===== src/rtl/int_muldiv_iter_unit.sv =====
// int_muldiv_iter_unit: multi-cycle integer multiply/divide unit.
// Radix-2 shift-add multiply and radix-2 restoring divide share one
// 2*XLEN accumulator. Signs are stripped at accept and re-applied in FIX.
// Divide-by-zero and signed-overflow results are forced in FIX.
// Optional feature macro: ALPHAAHB_V5_MULDIV_EARLY_OUT_EN. When it is defined,
// trivial divides and multiplies by zero skip the iterations.
module int_muldiv_iter_unit #(
  parameter int XLEN  = 64,
  parameter int TAG_W = 4
) (
  input  logic             clk,
  input  logic             rst_n,
  input  logic             flush,
  input  logic             in_valid,
  output logic             in_ready,
  input  logic [2:0]       in_op,
  input  logic [XLEN-1:0]  in_a,
  input  logic [XLEN-1:0]  in_b,
  input  logic [TAG_W-1:0] in_tag,
  output logic             out_valid,
  input  logic             out_ready,
  output logic [XLEN-1:0]  out_result,
  output logic [TAG_W-1:0] out_tag,
  output logic             out_div_zero,
  output logic             out_overflow
);

  localparam int CNT_W = $clog2(XLEN);
  localparam logic [2:0] OP_MUL   = 3'd0;
  localparam logic [2:0] OP_MULH  = 3'd1;
  localparam logic [2:0] OP_MULHU = 3'd2;
  localparam logic [2:0] OP_DIV   = 3'd3;
  localparam logic [2:0] OP_DIVU  = 3'd4;
  localparam logic [2:0] OP_REM   = 3'd5;
  localparam logic [2:0] OP_REMU  = 3'd6;
  localparam logic [2:0] OP_RSV   = 3'd7;
  localparam logic [XLEN-1:0] MIN_VAL = {1'b1, {(XLEN-1){1'b0}}};

  typedef enum logic [1:0] {S_IDLE, S_BUSY, S_FIX, S_DONE} state_t;

  state_t              state_q, state_d;
  logic [CNT_W-1:0]    cnt_q, cnt_d;
  logic [2:0]          op_q, op_d;
  logic [XLEN-1:0]     a_mag_q, a_mag_d, b_mag_q, b_mag_d, a_orig_q, a_orig_d;
  logic                neg_q, neg_d, dz_q, dz_d, ovf_q, ovf_d, skip_q, skip_d;
  logic [2*XLEN-1:0]   acc_q, acc_d;
  logic                out_valid_q, out_valid_d;
  logic [XLEN-1:0]     out_result_q, out_result_d;
  logic [TAG_W-1:0]    out_tag_q, out_tag_d;
  logic                out_dz_q, out_dz_d, out_ovf_q, out_ovf_d;

  // request decode
  logic            in_sgn_op, in_is_div, in_is_quo, in_neg, in_dz, in_ovf;
  logic [XLEN-1:0] in_a_mag, in_b_mag;

  assign in_sgn_op = (in_op == OP_MULH) || (in_op == OP_DIV) || (in_op == OP_REM);
  assign in_is_div = (in_op >= OP_DIV) && (in_op <= OP_REMU);
  assign in_is_quo = (in_op == OP_DIV) || (in_op == OP_DIVU);
  assign in_a_mag  = (in_sgn_op && in_a[XLEN-1]) ? -in_a : in_a;
  assign in_b_mag  = (in_sgn_op && in_b[XLEN-1]) ? -in_b : in_b;
  // remainder follows the dividend sign; quotient and MULH follow a^b
  assign in_neg    = in_sgn_op && ((in_op == OP_REM) ? in_a[XLEN-1]
                                                     : (in_a[XLEN-1] ^ in_b[XLEN-1]));
  assign in_dz     = (in_b == '0);
  assign in_ovf    = ((in_op == OP_DIV) || (in_op == OP_REM)) &&
                     (in_a == MIN_VAL) && (in_b == '1);

  assign in_ready  = rst_n && (state_q == S_IDLE);

  // results that are known at accept time
  logic            early_hit, early_dz, early_ovf;
  logic [XLEN-1:0] early_res;
`ifdef ALPHAAHB_V5_MULDIV_EARLY_OUT_EN
  // trivial divides and zero multiplies resolve without iterating
  always_comb begin
    early_hit = 1'b0;
    early_res = '0;
    early_dz  = 1'b0;
    early_ovf = 1'b0;
    if (in_is_div) begin
      if (in_dz) begin
        early_hit = 1'b1;
        early_res = in_is_quo ? '1 : in_a;
        early_dz  = 1'b1;
      end else if (in_ovf) begin
        early_hit = 1'b1;
        early_res = in_is_quo ? MIN_VAL : '0;
        early_ovf = 1'b1;
      end else if (in_b_mag > in_a_mag) begin
        early_hit = 1'b1;
        early_res = in_is_quo ? '0 : in_a;
      end
    end else if ((in_op <= OP_MULHU) && ((in_a == '0) || (in_b == '0))) begin
      early_hit = 1'b1;
    end
  end
`else
  // feature disabled: only the reserved op bypasses the iterations
  always_comb begin
    early_hit = 1'b0;
    early_res = '0;
    early_dz  = 1'b0;
    early_ovf = 1'b0;
  end
`endif

  // one iteration step of each algorithm
  logic [XLEN:0]     mul_sum, div_r, div_diff;
  logic [2*XLEN-1:0] mul_step, div_step;
  logic              is_div_q;

  assign is_div_q = (op_q >= OP_DIV) && (op_q <= OP_REMU);
  assign mul_sum  = {1'b0, acc_q[2*XLEN-1:XLEN]} + (acc_q[0] ? {1'b0, a_mag_q} : '0);
  assign mul_step = {mul_sum, acc_q[XLEN-1:1]};
  assign div_r    = {acc_q[2*XLEN-1:XLEN], acc_q[XLEN-1]};
  assign div_diff = div_r - {1'b0, b_mag_q};
  assign div_step = div_diff[XLEN] ? {div_r[XLEN-1:0],    acc_q[XLEN-2:0], 1'b0}
                                   : {div_diff[XLEN-1:0], acc_q[XLEN-2:0], 1'b1};

  // sign fix-up and corner-case override of the finished accumulator
  logic [2*XLEN-1:0] prod;
  logic [XLEN-1:0]   q_s, r_s, fix_res;
  always_comb begin
    prod    = neg_q ? -acc_q : acc_q;
    q_s     = neg_q ? -acc_q[XLEN-1:0]      : acc_q[XLEN-1:0];
    r_s     = neg_q ? -acc_q[2*XLEN-1:XLEN] : acc_q[2*XLEN-1:XLEN];
    fix_res = '0;
    case (op_q)
      OP_MUL:            fix_res = prod[XLEN-1:0];
      OP_MULH, OP_MULHU: fix_res = prod[2*XLEN-1:XLEN];
      OP_DIV, OP_DIVU:   fix_res = dz_q ? '1 : (ovf_q ? MIN_VAL : q_s);
      OP_REM, OP_REMU:   fix_res = dz_q ? a_orig_q : (ovf_q ? '0 : r_s);
      default:           fix_res = '0;
    endcase
  end

  // next-state logic; flush overrides everything
  always_comb begin
    state_d      = state_q;
    cnt_d        = cnt_q;
    op_d         = op_q;
    a_mag_d      = a_mag_q;
    b_mag_d      = b_mag_q;
    a_orig_d     = a_orig_q;
    neg_d        = neg_q;
    dz_d         = dz_q;
    ovf_d        = ovf_q;
    skip_d       = skip_q;
    acc_d        = acc_q;
    out_valid_d  = out_valid_q;
    out_result_d = out_result_q;
    out_tag_d    = out_tag_q;
    out_dz_d     = out_dz_q;
    out_ovf_d    = out_ovf_q;
    case (state_q)
      S_IDLE: if (in_valid && in_ready && !flush) begin
        op_d      = in_op;
        a_mag_d   = in_a_mag;
        b_mag_d   = in_b_mag;
        a_orig_d  = in_a;
        neg_d     = in_neg;
        dz_d      = in_is_div && in_dz;
        ovf_d     = in_ovf;
        cnt_d     = '0;
        // divide shifts the dividend out of the low half; multiply the multiplier
        acc_d     = {{XLEN{1'b0}}, (in_is_div ? in_a_mag : in_b_mag)};
        out_tag_d = in_tag;
        if ((in_op == OP_RSV) || early_hit) begin
          // result decided now; FIX only raises out_valid one edge later
          skip_d       = 1'b1;
          out_result_d = early_res;
          out_dz_d     = early_dz;
          out_ovf_d    = early_ovf;
          state_d      = S_FIX;
        end else begin
          skip_d  = 1'b0;
          state_d = S_BUSY;
        end
      end
      S_BUSY: begin
        acc_d = is_div_q ? div_step : mul_step;
        cnt_d = cnt_q + 1'b1;
        if (cnt_q == CNT_W'(XLEN-1)) begin
          cnt_d   = '0;
          state_d = S_FIX;
        end
      end
      S_FIX: begin
        if (!skip_q) begin
          out_result_d = fix_res;
          out_dz_d     = dz_q;
          out_ovf_d    = ovf_q;
        end
        out_valid_d = 1'b1;
        state_d     = S_DONE;
      end
      S_DONE: if (out_ready) begin
        out_valid_d = 1'b0;
        state_d     = S_IDLE;
      end
      default: state_d = S_IDLE;
    endcase
    if (flush) begin
      state_d     = S_IDLE;
      cnt_d       = '0;
      out_valid_d = 1'b0;
    end
  end

  // state and output registers, synchronous active-low reset
  always_ff @(posedge clk) begin
    if (!rst_n) begin
      state_q      <= S_IDLE;
      cnt_q        <= '0;
      op_q         <= '0;
      a_mag_q      <= '0;
      b_mag_q      <= '0;
      a_orig_q     <= '0;
      neg_q        <= 1'b0;
      dz_q         <= 1'b0;
      ovf_q        <= 1'b0;
      skip_q       <= 1'b0;
      acc_q        <= '0;
      out_valid_q  <= 1'b0;
      out_result_q <= '0;
      out_tag_q    <= '0;
      out_dz_q     <= 1'b0;
      out_ovf_q    <= 1'b0;
    end else begin
      state_q      <= state_d;
      cnt_q        <= cnt_d;
      op_q         <= op_d;
      a_mag_q      <= a_mag_d;
      b_mag_q      <= b_mag_d;
      a_orig_q     <= a_orig_d;
      neg_q        <= neg_d;
      dz_q         <= dz_d;
      ovf_q        <= ovf_d;
      skip_q       <= skip_d;
      acc_q        <= acc_d;
      out_valid_q  <= out_valid_d;
      out_result_q <= out_result_d;
      out_tag_q    <= out_tag_d;
      out_dz_q     <= out_dz_d;
      out_ovf_q    <= out_ovf_d;
    end
  end

  assign out_valid    = out_valid_q;
  assign out_result   = out_result_q;
  assign out_tag      = out_tag_q;
  assign out_div_zero = out_dz_q;
  assign out_overflow = out_ovf_q;

endmodule


===== config.mk =====
export PLATFORM = sky130hd
export DESIGN_NAME = int_muldiv_iter_unit
export DESIGN_NICKNAME = d
export VERILOG_FILES = /design/src/rtl/int_muldiv_iter_unit.sv
export SDC_FILE = /design/constraint.sdc
export NUM_CORES = 2
export LEC_CHECK = 0
export CAP_MARGIN = 10
export CORE_UTILIZATION = 40
export CTS_CLUSTER_SIZE = 12
export DETAILED_ROUTE_END_ITERATION = 6
export PLACE_DENSITY = 0.59
export SLEW_MARGIN = 10
export SYNTH_ARGS = -nofsm -noshare
export SYNTH_HDL_FRONTEND = slang
export SYNTH_SLANG_ARGS = --single-unit

===== constraint.sdc =====
create_clock -name clk -period 3.6 [get_ports clk]
set_input_delay 0.54 -clock clk [delete_from_list [all_inputs] [get_ports clk]]
set_output_delay 0.54 -clock clk [all_outputs]
set_load 0.02 [all_outputs]

==> impl_metrics.json <==
{
  "ys_seq_area_frac": 0.242,
  "avgSynthCellArea_sq_um": 7.04,
  "cts.htree.levels": 2,
  "clock.fmax_ghz": 0.273,
  "synthToLayoutAreaGrowth_pct": 34.6,
  "ys_async_sr_fraction": 0,
  "layout_common_cells": "802 x buf_4, 674 x nand2_1, 394 x dfxtp_1",
  "start_kind": "register",
  "hold_path.class": "input pin to register",
  "wl_met3_mm": 17.9,
  "place_ws_ns": -0.639,
  "antenna_found_initial": 5,
  "coreArea_sq_mm": 0.0825,
  "synth_area_sq_mm": 0.0335,
  "dr.max_layer_used": "met5",
  "rsz0062_at_grt": "true",
  "regToRegEndpoint": "acc_q[121]",
  "cap_violations": 0,
  "vdd_ir_drop_max_mv": 0.306,
  "layout_commonest_cell": "buf_4",
  "regArea_sq_mm": 0.00813,
  "cts_buffer_depth": 3,
  "io_buffers": 211,
  "grt_max_degree": 176,
  "hold_viol": 0,
  "cts_tree": "yes",
  "max_stage_delay_ns": 0.59,
  "power_frac_clock": 0.384,
  "pwr-share-comb": 0.265,
  "wl_met1_mm": 70.0,
  "clockRootBuffer": "clkbuf_16",
  "p_int_mw": 9.13,
  "overflow": 0,
  "clkSinkCount": 405,
  "violations": "setup timing",
  "setup.worst_path.class": "register to register",
  "hold_path_depth": 3,
  "critical_path_required_ns": 4.09,
  "fin_skew_ns": 0.0317,
  "vias_per_cell": 6.16,
  "p_leak_nw": 19.4,
  "finalSetupTns_ns": -0.222,
  "cpMaxStageDelayCell": "or4_4",
  "drv_slew": 0,
  "whs_endpoint": "out_tag[3]",
  "cts_made_buffers": 49,
  "postRouteAntennaNets": 0,
  "dieArea_sq_mm": 0.0849,
  "fillers": 8119,
  "relSlewSlack": 0.140,
  "period_needed_ns": 3.66,
  "die_w_um": 291,
  "power.switching_mw": 4.67,
  "syn_nets": 5039,
  "multi_input_area_sq_mm": 0.0245,
  "grt_pass1_wl_mm": 252,
  "vias": 40700,
  "r2r_setup_slack_ns": -0.06,
  "r2r_cells": 17,
  "fin_ws_ns": -0.0599,
  "fin_nets": 5780,
  "drt_pass1_iterations": 6,
  "holdBufCountCts": 0,
  "post-route-util": 0.546,
  "routedWlPerCell_um": 26.8,
  "crit_fanout": 7,
  "wl_mm": 177,
  "setup_viol": 7,
  "arrival_ns": 4.15,
  "seqPwrFrac": 0.351,
  "dr_wl_met2_mm": 74.7,
  "drc_errors": 0,
  "layout-drive-gt1-share": 0.207,
  "clk_pin_slew_ns": 0.07,
  "hp-start": "in_tag[3]",
  "fin_crit_sh": 1.02,
  "gp_congestion": 1.07,
  "synth-edff-count": 0,
  "switching_share": 0.339,
  "antenna_cells": 0,
  "hold_ws_ns": 0.433,
  "rr_startpoint": "acc_q[0]",
  "syn_inst": 4758,
  "die_h_um": 291,
  "synth_seq_cells": 405,
  "hpwl_mm": 139,
  "end_kind": "register",
  "clock_latency_ns": 0.64,
  "synth_ff_type": "dfxtp_1",
  "ios": 212,
  "num_rows": 105,
  "synth_cell_types": 94,
  "yosysWarnings": 0,
  "first_global_vias": 38100,
  "power.density_mw_per_mm2": 306,
  "drt-initial-drc-count": 4941,
  "status": "finished with violations",
  "gr-usage-all-layers": 0.398,
  "crit_chain": "buf_6, buf_12, buf_8, and2_4, ha_4, a211o_1, o211ai_1, a21oi_2, or4_4, a2111oi_4, buf_4, nor3_2, nor3_2, buf_4, o21bai_1, xnor2_1, o21bai_1",
  "tightest_slew_ns": 1.28,
  "initial_core_util": 0.406
}
==> critical path, delay by kind of cell, from the launching register on <==
kind | cells | cell delay, ns
simple gates | 4 | 0.93
flops | 1 | 0.36
buf+inv | 5 | 0.76
fa+ha+maj | 1 | 0.15
xor+xnor | 1 | 0.24
compound gates | 6 | 1.07
==> sequential cells by signal (all words and copies together) (netlist names), 2 cells and up <==
name,flops
out_result,64
op_q,3
a_mag_q,64
out_tag,4
acc_q,128
cnt_q,6
state_q,2
b_mag_q,64
a_orig_q,63
==> kinds of logic (layout without fill, tap and decap cells) <==
family	Yosys count	in the layout	share of synthesized area
AO/OA/AOI/OAI	1493	1493	0.281
flip-flops	405	405	0.242
XOR/XNOR	408	408	0.107
adder cells (fa/ha/maj)	141	141	0.0531
AND/OR/NAND/NOR	1773	1773	0.250
multiplexers	29	29	0.00870
buffers and inverters	509	1290	0.0580
==> final cells by class <==
class | count | share of cell area
multi-input cells | 3844 | 0.543
repair buffers | 1059 | 0.199
flip-flops and latches | 405 | 0.180
clock buffers | 74 | 0.0333
well taps | 1070 | 0.0297
inverters | 140 | 0.0117
clock inverters | 17 | 0.00369
==> repair_timing <==
action | in CTS | in global routing
pin swaps | 36 | 63
setup buffers | 17 | 18
gates resized for setup | 85 | 138
cloned | 2 | 4
endpoints found under the setup margin | 68 | 115
==> power by group through the flow <==
stage / Sequential (mW) / Clock (mW) / Combinational (mW)
floorplan: 4.88 / 0 / 1.74
global placement: 4.93 / 0 / 3.43
detailed placement: 4.93 / 0 / 3.45
CTS: 4.84 / 5.33 / 3.49
global route: 4.86 / 5.49 / 3.85
finish: 4.84 / 5.30 / 3.66
==> worst max path at each step <==
stage	startpoint	to	slack [ns]	depth (start not counted)
2_1_floorplan	acc_q[0]	acc_q[123]	0.0001	15
3_3_place_gp	in_a[16]	acc_q[59]	-0.61	11
3_5_place_dp	in_a[16]	acc_q[59]	-0.64	11
4_1_cts	acc_q[0]	acc_q[121]	-0.04	17
5_1_grt	acc_q[0]	acc_q[121]	-0.19	17
6_report	acc_q[0]	acc_q[121]	-0.06	17
==> synth_stat cells (67+ instances only) <==
master / count / area, sq um
dfxtp_1: 405 / 8110
o21ai_0: 406 / 2030
clkbuf_1: 325 / 1220
xnor2_1: 197 / 1730
ha_1: 139 / 1740
nand2_1: 679 / 2550
inv_1: 139 / 522
nor3_1: 103 / 515
nand3_1: 265 / 1330
xor2_1: 211 / 1850
a21oi_1: 405 / 2030
and2_1: 81 / 507
nor2_1: 312 / 1170
a21o_1: 67 / 503
==> layer usage <==
layer  GRT usage  vias to the layer above
met2       0.605                     2334
met3      0.0747                      515
li1            -                    18700
met1       0.507                    19200
met4       0.279                        2
met5           0                        -
==> per-stage QoR <==
| stage | std cells | power [mW] | cell area, sq um |
|---|---|---|---|
| finish | 6609 | 13.8 | 45100 |
| global route | 6609 | 14.2 | 45100 |
| CTS | 6591 | 13.7 | 44200 |
| detailed placement | 6482 | 8.38 | 42000 |
| global placement | 6482 | 8.36 | 42000 |
| floorplan | 4758 | 6.62 | 33500 |
Note: power is estimated with default switching activity, not from simulation.
